File: src/rtl/measurement_stream_tx.sv
`default_nettype none
// ============================================================================
//  Module      : measurement_stream_tx
//  Description : Packs syndrome measurement rounds into a header-prefixed byte
//                stream for the decoder controller; also sends START_DECODING.
//                Optional macro INTER_ROUND_GAP_EN inserts a one-cycle idle
//                gap between rounds of a frame.
//  Revision    : 1.0 - initial release
// ============================================================================
module measurement_stream_tx #(
    parameter int         GRID_WIDTH_X = 3,
    parameter int         GRID_WIDTH_Z = 2,
    parameter int         GRID_WIDTH_U = 3,
    parameter logic [7:0] START_BYTE   = 8'h01,
    parameter logic [7:0] HEADER_BYTE  = 8'h02
) (
    input  logic                                 clk,
    input  logic                                 reset,
    input  logic                                 start_valid,
    output logic                                 start_ready,
    input  logic [GRID_WIDTH_X*GRID_WIDTH_Z-1:0] round_data,
    input  logic                                 round_valid,
    output logic                                 round_ready,
    output logic [7:0]                           tx_data,
    output logic                                 tx_valid,
    input  logic                                 tx_ready,
    output logic                                 busy,
    output logic                                 frame_done,
    output logic [15:0]                          frame_count
);

    localparam int c_pu_count_per_round = GRID_WIDTH_X * GRID_WIDTH_Z;
    localparam int c_bytes_per_round    = (c_pu_count_per_round + 7) / 8;
    localparam int c_shadow_w           = 8 * c_bytes_per_round;
    localparam int c_byte_cnt_w         = $clog2(c_bytes_per_round + 1);
    localparam int c_round_cnt_w        = $clog2(GRID_WIDTH_U + 1);
    localparam logic [c_byte_cnt_w-1:0]  c_last_byte  = c_byte_cnt_w'(c_bytes_per_round - 1);
    localparam logic [c_round_cnt_w-1:0] c_last_round = c_round_cnt_w'(GRID_WIDTH_U - 1);

    typedef enum logic [2:0] {
        S_IDLE       = 3'd0,
        S_START      = 3'd1,
        S_HEADER     = 3'd2,
        S_WAIT_ROUND = 3'd3,
        S_SEND       = 3'd4
`ifdef INTER_ROUND_GAP_EN
        , S_GAP      = 3'd5
`endif
    } state_t;

    state_t                    r_state;
    state_t                    w_state_nxt;
    logic [c_shadow_w-1:0]     r_shadow;
    logic [c_shadow_w-1:0]     w_round_ext;
    logic [c_byte_cnt_w-1:0]   r_byte_cnt;
    logic [c_round_cnt_w-1:0]  r_round_cnt;
    logic                      r_start_ready;
    logic                      r_frame_done;
    logic [15:0]               r_frame_count;
    logic [7:0]                w_send_byte;
    logic [7:0]                w_tx_data;
    logic                      w_tx_valid;
    logic                      w_round_ready;
    logic                      w_start_accept;
    logic                      w_frame_end;

    always_comb begin
        w_round_ext = '0;
        w_round_ext[c_pu_count_per_round-1:0] = round_data;
    end

    // byte_cnt 0 addresses the most-significant byte of the shadow register
    always_comb begin
        w_send_byte = '0;
        for (int i = 0; i < c_bytes_per_round; i++) begin
            if (r_byte_cnt == c_byte_cnt_w'(c_bytes_per_round - 1 - i))
                w_send_byte = r_shadow[8*i +: 8];
        end
    end

    always_ff @(posedge clk or negedge reset) begin
        if (!reset) r_state <= S_IDLE;
        else        r_state <= w_state_nxt;
    end

    always_comb begin
        w_state_nxt    = r_state;
        w_tx_data      = '0;
        w_tx_valid     = 1'b0;
        w_round_ready  = 1'b0;
        w_start_accept = 1'b0;
        w_frame_end    = 1'b0;
        case (r_state)
            S_IDLE: begin
                if (start_valid) begin
                    w_start_accept = 1'b1;
                    w_state_nxt    = S_START;
                end else if (round_valid) begin
                    w_state_nxt = S_HEADER;
                end
            end
            S_START: begin
                w_tx_data  = START_BYTE;
                w_tx_valid = 1'b1;
                if (tx_ready) w_state_nxt = S_IDLE;
            end
            S_HEADER: begin
                w_tx_data  = HEADER_BYTE;
                w_tx_valid = 1'b1;
                if (tx_ready) w_state_nxt = S_WAIT_ROUND;
            end
            S_WAIT_ROUND: begin
                w_round_ready = 1'b1;
                if (round_valid) w_state_nxt = S_SEND;
            end
            S_SEND: begin
                w_tx_data  = w_send_byte;
                w_tx_valid = 1'b1;
                if (tx_ready && (r_byte_cnt == c_last_byte)) begin
                    if (r_round_cnt == c_last_round) begin
                        w_frame_end = 1'b1;
                        w_state_nxt = S_IDLE;
                    end else begin
`ifdef INTER_ROUND_GAP_EN
                        w_state_nxt = S_GAP;
`else
                        w_state_nxt = S_WAIT_ROUND;
`endif
                    end
                end
            end
`ifdef INTER_ROUND_GAP_EN
            S_GAP: w_state_nxt = S_WAIT_ROUND;
`endif
            default: w_state_nxt = S_IDLE;
        endcase
    end

    always_ff @(posedge clk or negedge reset) begin
        if (!reset) begin
            r_shadow      <= '0;
            r_byte_cnt    <= '0;
            r_round_cnt   <= '0;
            r_start_ready <= 1'b0;
            r_frame_done  <= 1'b0;
            r_frame_count <= '0;
        end else begin
            r_start_ready <= w_start_accept;
            r_frame_done  <= w_frame_end;
            if (w_frame_end)
                r_frame_count <= r_frame_count + 16'd1;
            if ((r_state == S_HEADER) && tx_ready)
                r_round_cnt <= '0;
            if ((r_state == S_WAIT_ROUND) && round_valid) begin
                r_shadow   <= w_round_ext;
                r_byte_cnt <= '0;
            end
            if ((r_state == S_SEND) && tx_ready) begin
                if (r_byte_cnt == c_last_byte) begin
                    r_byte_cnt  <= '0;
                    r_round_cnt <= r_round_cnt + 1'b1;
                end else begin
                    r_byte_cnt <= r_byte_cnt + 1'b1;
                end
            end
        end
    end

    assign start_ready = r_start_ready;
    assign round_ready = w_round_ready;
    assign tx_data     = w_tx_data;
    assign tx_valid    = w_tx_valid;
    assign busy        = (r_state != S_IDLE);
    assign frame_done  = r_frame_done;
    assign frame_count = r_frame_count;

endmodule
`default_nettype wire
File: config.mk
export PLATFORM = sky130hd
export DESIGN_NAME = measurement_stream_tx
export DESIGN_NICKNAME = d
export VERILOG_FILES = /design/src/rtl/measurement_stream_tx.sv
export SDC_FILE = /design/constraint.sdc
export NUM_CORES = 1
export LEC_CHECK = 0
export ABC_AREA = 1
export BUFFER_PORTS_ARGS = -buffer_cell sky130_fd_sc_hd__buf_2
export CAP_MARGIN = 20
export CORE_MARGIN = 4
export CORE_UTILIZATION = 45
export CTS_CLUSTER_SIZE = 14
export DETAILED_ROUTE_END_ITERATION = 7
export GPL_ROUTABILITY_DRIVEN = 0
export PLACE_DENSITY_LB_ADDON = 0.08
export SETUP_SLACK_MARGIN = 0.05
export SLEW_MARGIN = 5
export SYNTH_ARGS = -nofsm -noshare
export SYNTH_HDL_FRONTEND = slang
export SYNTH_SLANG_ARGS = --single-unit
File: constraint.sdc
create_clock -name clk -period 1.95 [get_ports clk]
set_input_delay 0.195 -clock clk [delete_from_list [all_inputs] [get_ports clk]]
set_output_delay 0.195 -clock clk [all_outputs]
set_load 0.05 [all_outputs]
* Yosys cells after proc, flatten, opt, wreduce, memory -nomap -nowiden
Cells that the tools add are included.
Word-level totals: flip-flop bits (word level) 30, bits in latches 0, RAM bits 0, ROM bits 0, output and inout bits 29, logic and storage cells 53, memories kept 0
Operators by class: add/sub/neg operators 3, $mul 0, div/mod/pow operators 0, magnitude comparators 0, eq/ne operators 10, shifts and indexed selects 0, multiplexer cells 23, bitwise operators 1, reduce and logical (&&, ||, !) cells 9
Operators with widths (number):
- $mux W3 | 6
- $pmux W6 S3 | 1
- $add A16 B1 Y16 const B | 1
- $pmux W3 S5 | 1
- $mux W1 | 10
- $mux W2 | 4
- $ne A2 B2 Y1 const B | 4
- $eq A3 B2 Y1 const B | 2
- $mux W6 | 1
- $reduce_and A5 Y1 | 1
- $logic_and A1 B1 Y1 | 4
- $eq A3 B1 Y1 const B | 1
- $eq A3 B3 Y1 const B | 1
- $logic_not A3 Y1 | 1
- $ne A3 B3 Y1 const B | 1
- $reduce_bool A3 Y1 | 1
- $reduce_or A3 Y1 | 1
- $add A2 B1 Y2 const B | 1
- $eq A2 B2 Y1 const B | 1
- $reduce_bool A2 Y1 | 1
- $add A1 B1 Y1 const B | 1
- $not A1 Y1 | 1

* Logic depth before layout (Yosys ltp)
depth after elaboration 5, mapped depth 9, gate-level depth less buffers 9

* Least setup slack after synthesis
OpenSTA, ideal clock, no wires.
kind flip-flop to flip-flop, from register r_frame_count[1] (netlist: frame_count[1]), to register r_frame_count[10] (netlist: frame_count[10]), setup time 0.114 ns, data arrival time 1.560 ns, required time 1.836 ns, setup slack 0.277 ns, stages on the path, launching flop included 9, path buffers 0, path through dfrtp_1 ha_1 nand3_1 inv_1 nand2_1 nor2_4 nand3_1 nand2_1 inv_1
On the way: longest elaborated chain between the ends 1
RTL lines:
- start: declaration | line 59 | logic [15:0] r_frame_count;
- start signal: assignment | line 151 | r_frame_count <= r_frame_count + 16'd1;
- $add A16 B1 Y16 | line 151
Every way passes these cells. A chain may end at the register's enable or synchronous reset.

* Worst setup path after layout
from register r_state[1], to output port tx_data[1]
On the way: longest elaborated chain between the ends 2
RTL lines:
- start: declaration | line 51 | state_t r_state;
- start signal: assignment | line 83 | else r_state <= w_state_nxt;
- $eq A3 B3 Y1 (tied with other cells) | line 93 | case (r_state)
- $pmux W6 S3 (*) | line 93
- end: declaration | line 24 | output logic [7:0] tx_data,
Mark *: on every way between the ends. The rest lies on a longest branch, timed or not.

==> flow_summary.toml <==
[global_route]
track_usage = 0.1578
antenna_found_initial = 0
grt_pass1_vias = 1287
grt_max_degree = 30
overflow = 0
grt_pass1_wl_um = 5409

[place]
dpl-instance-area_um2 = 1831
place_ws_ns = 0.4814
place.port_buffers = 37
hpwl_um = 2384
dp_cells = 281

[setup_path]
slowest_delay_ns = 0.45
path_class = "flop to primary output"
crit_fanout = 8
arrival_ns = 1.60
crit_path_frequent_cell = "nand2_1"
cp_cell_sequence = "nor2_4 -> nand2_4 -> inv_2 -> nand2_1 -> nand2_1 -> clkbuf_4"
cp_slowest_cell = "dfrtp_1"
path_buf_inv = 2
start_kind = "flop"
critPathCaptureType = "primary output"
worstPathRequired_ns = 1.75
crit_family = "simple AND/OR/NAND/NOR gates"

[timing]
hold_viol_final = 0
finalCriticalPeriod_ns = 1.790
finalClockSkew_ns = 0.01129
worstMarginPinSlew_ns = 0.6274
fmax_mhz = 558.6
relSlewSlack = 0.5818
period_share = 0.9181
finalSetupTns_ns = 0
setup_viol = 0
finalMaxSlewViolations = 0
fin_ws_ns = 0.1597
hold_slack_ns = 0.09485
grt_setup_unrepaired = "yes"

[logic_synthesis]
syn_area_per_cell_um2 = 8.051
synth-seq-cells = 29
synth_area_um2 = 1610
synthMuxAreaShare = 0
yosys.area_share.simple = 0.3652
synth_fa_ha_area_frac = 0.01554
ys.flop_type = "dfrtp_1"
synth_area_leaders = "dfrtp_1 45%, nand2_1 14%, inv_1 6.1%, nand3_1 5.3%, nor2_1 4.4%"
synth_edf_count = 0
yosysWarnings = 0
async_flop_share = 1.000
synthXorXnorAreaFrac = 0.03807
yosysTopAreaCell = "dfrtp_1"
synth_compound_area_frac = 0.03963
synth_top_family_by_area = "simple AND/OR/NAND/NOR gates"
ys_types = 25
yosysTopAreaCellShare = 0.4507
synth-seq-area-share = 0.4507
syn_inst = 200

[drt]
ant_nets = 0
drcViolationCount = 0
dr_total_vias = 1338
dr_wl_met2_um = 1505
wl_met1_um = 1397
drt-total-wl_um = 3127
viasPerCell = 4.614
drt-initial-drc-count = 85
top_layer_used = "met4"
wire_per_inst_um = 10.78
met3_length_um = 175
drt_first_pass_iters = 4

[hold_path]
hold_class = "primary input to flop"

[power_and_ir_drop]
leakage_nw = 1.169
p_per_area_nw_per_um2 = 1075
max-vdd-ir-drop_mv = 0.7605
total_power_mw = 2.058

[cells_and_area]
post-route-util = 0.5652
fillers = 331
nNetsFinal = 256
layout.cells.non_filler = 290
design_area_um2 = 1916
num_antenna_cells = 0
layout-drive-gt1-share = 0.2664
syn2layout_area_growth_pct = 18.96

[outcome]
status = "finished, final reports clean"

[die]
die_h_um = 67.82
die_w_um = 67.82
initial_core_util = 0.4751
die_area_um2 = 4600
row_count = 21
num_io_pins = 40
coreArea_um2 = 3390

[clock_network]
clk_pin_slew_worst_paths_ns = 0.10
htree_levels = 2
cts_root_buf = "clkbuf_4"
post_cts_buffers = 0
cts.sinks = 29
clockBufferDepth = 2
cts_tree = "yes"
cts_buffers = 5
clk_latency_ns = 0.33

[run]
drv_cap = 0
[cell families after synthesis]
kind of cell    count (synthesis)
flops                          29
buf+inv                        34
other cells                     1
simple gates                  117
compound gates                 10
fa+ha+maj                       2
xor+xnor                        7
[final cells by class]
class / instances / area, um2 / area share
Timing Repair Buffer: 38 / 200.2 / 0.1045
Inverter: 31 / 116.4 / 0.06074
Clock buffer: 7 / 65.06 / 0.03396
Sequential cell: 29 / 725.7 / 0.3788
Multi-Input combinational cell: 138 / 745.7 / 0.3893
Clock inverter: 1 / 5.005 / 0.002613
Tap cell: 46 / 57.56 / 0.03005
[worst paths after layout]
| kind | start | end | slack [ns] | cells past startpoint |
|---|---|---|---|---|
| hold reg to reg | frame_count[15]$_DFFE_PN0P_ | frame_count[15]$_DFFE_PN0P_ | 0.49 | 2 |
| hold / removal | round_data[3] | r_shadow[3]$_DFFE_PN0P_ | 0.09 | 3 |
| setup reg to reg | r_round_cnt[0]$_DFFE_PN0P_ | frame_count[10]$_DFFE_PN0P_ | 0.54 | 9 |
| min in group asynchronous | reset | frame_count[10]$_DFFE_PN0P_ | 0.40 | 2 |
| setup / recovery | r_state[1]$_DFFE_PN0P_ | tx_data[1] | 0.16 | 6 |
| max in group asynchronous | reset | r_shadow[2]$_DFFE_PN0P_ | 1.13 | 2 |
[Yosys cell counts, drive strengths merged (2+ instances only)]
| library cell | count |
|---|---|
| nand2 | 63 |
| inv | 31 |
| dfrtp | 29 |
| nor2 | 23 |
| nand3 | 21 |
| nand3b | 5 |
| o21ai | 5 |
| xor2 | 5 |
| a21oi | 4 |
| buf | 3 |
| nor3 | 3 |
| ha | 2 |
| nand4 | 2 |
| xnor2 | 2 |
[placed cells by master, fill, tap and decap left out, types with 5 or more instances in the layout]
cell type and instances:
dfrtp_1 29, nand3b_1 5, nand3_1 17, inv_2 5, inv_1 26, nor2_1 19, xor2_1 5, clkbuf_4 7
o21ai_1 5, nand2_1 59, buf_2 35
[tightest hold or removal path, cell delays in order]
cell	delay, ns
buf_2	0.07
nor2_1	0.04
a21oi_2	0.08
[flip-flops by register name, summed over array words and instances (netlist names)]
signal / flops
frame_count: 16
frame_done: 1
r_round_cnt: 2
r_shadow: 6
r_state: 3
start_ready: 1
[power breakdown]
part	switching, mW	internal (mW)
Combinational	0.620	0.228
Sequential	0.0845	0.701
Clock	0.216	0.209
Total	0.921	1.14
[per-layer routing]
metal | GRT usage | up-vias
li1 | - | 702
met1 | 0.1868 | 596
met2 | 0.2612 | 33
met3 | 0.05419 | 7
met4 | 0.06452 | 0
met5 | 0 | -
[timing repair]
| action | 4_1_cts | 5_1_grt |
|---|---|---|
| hold endpoints to repair | 29 | 0 |
| setup endpoints to repair | 0 | 2 |
| hold buffers | 1 | 0 |
| resized for setup | 0 | 2 |
No activity file was read; power rests on OpenSTA's default activity.
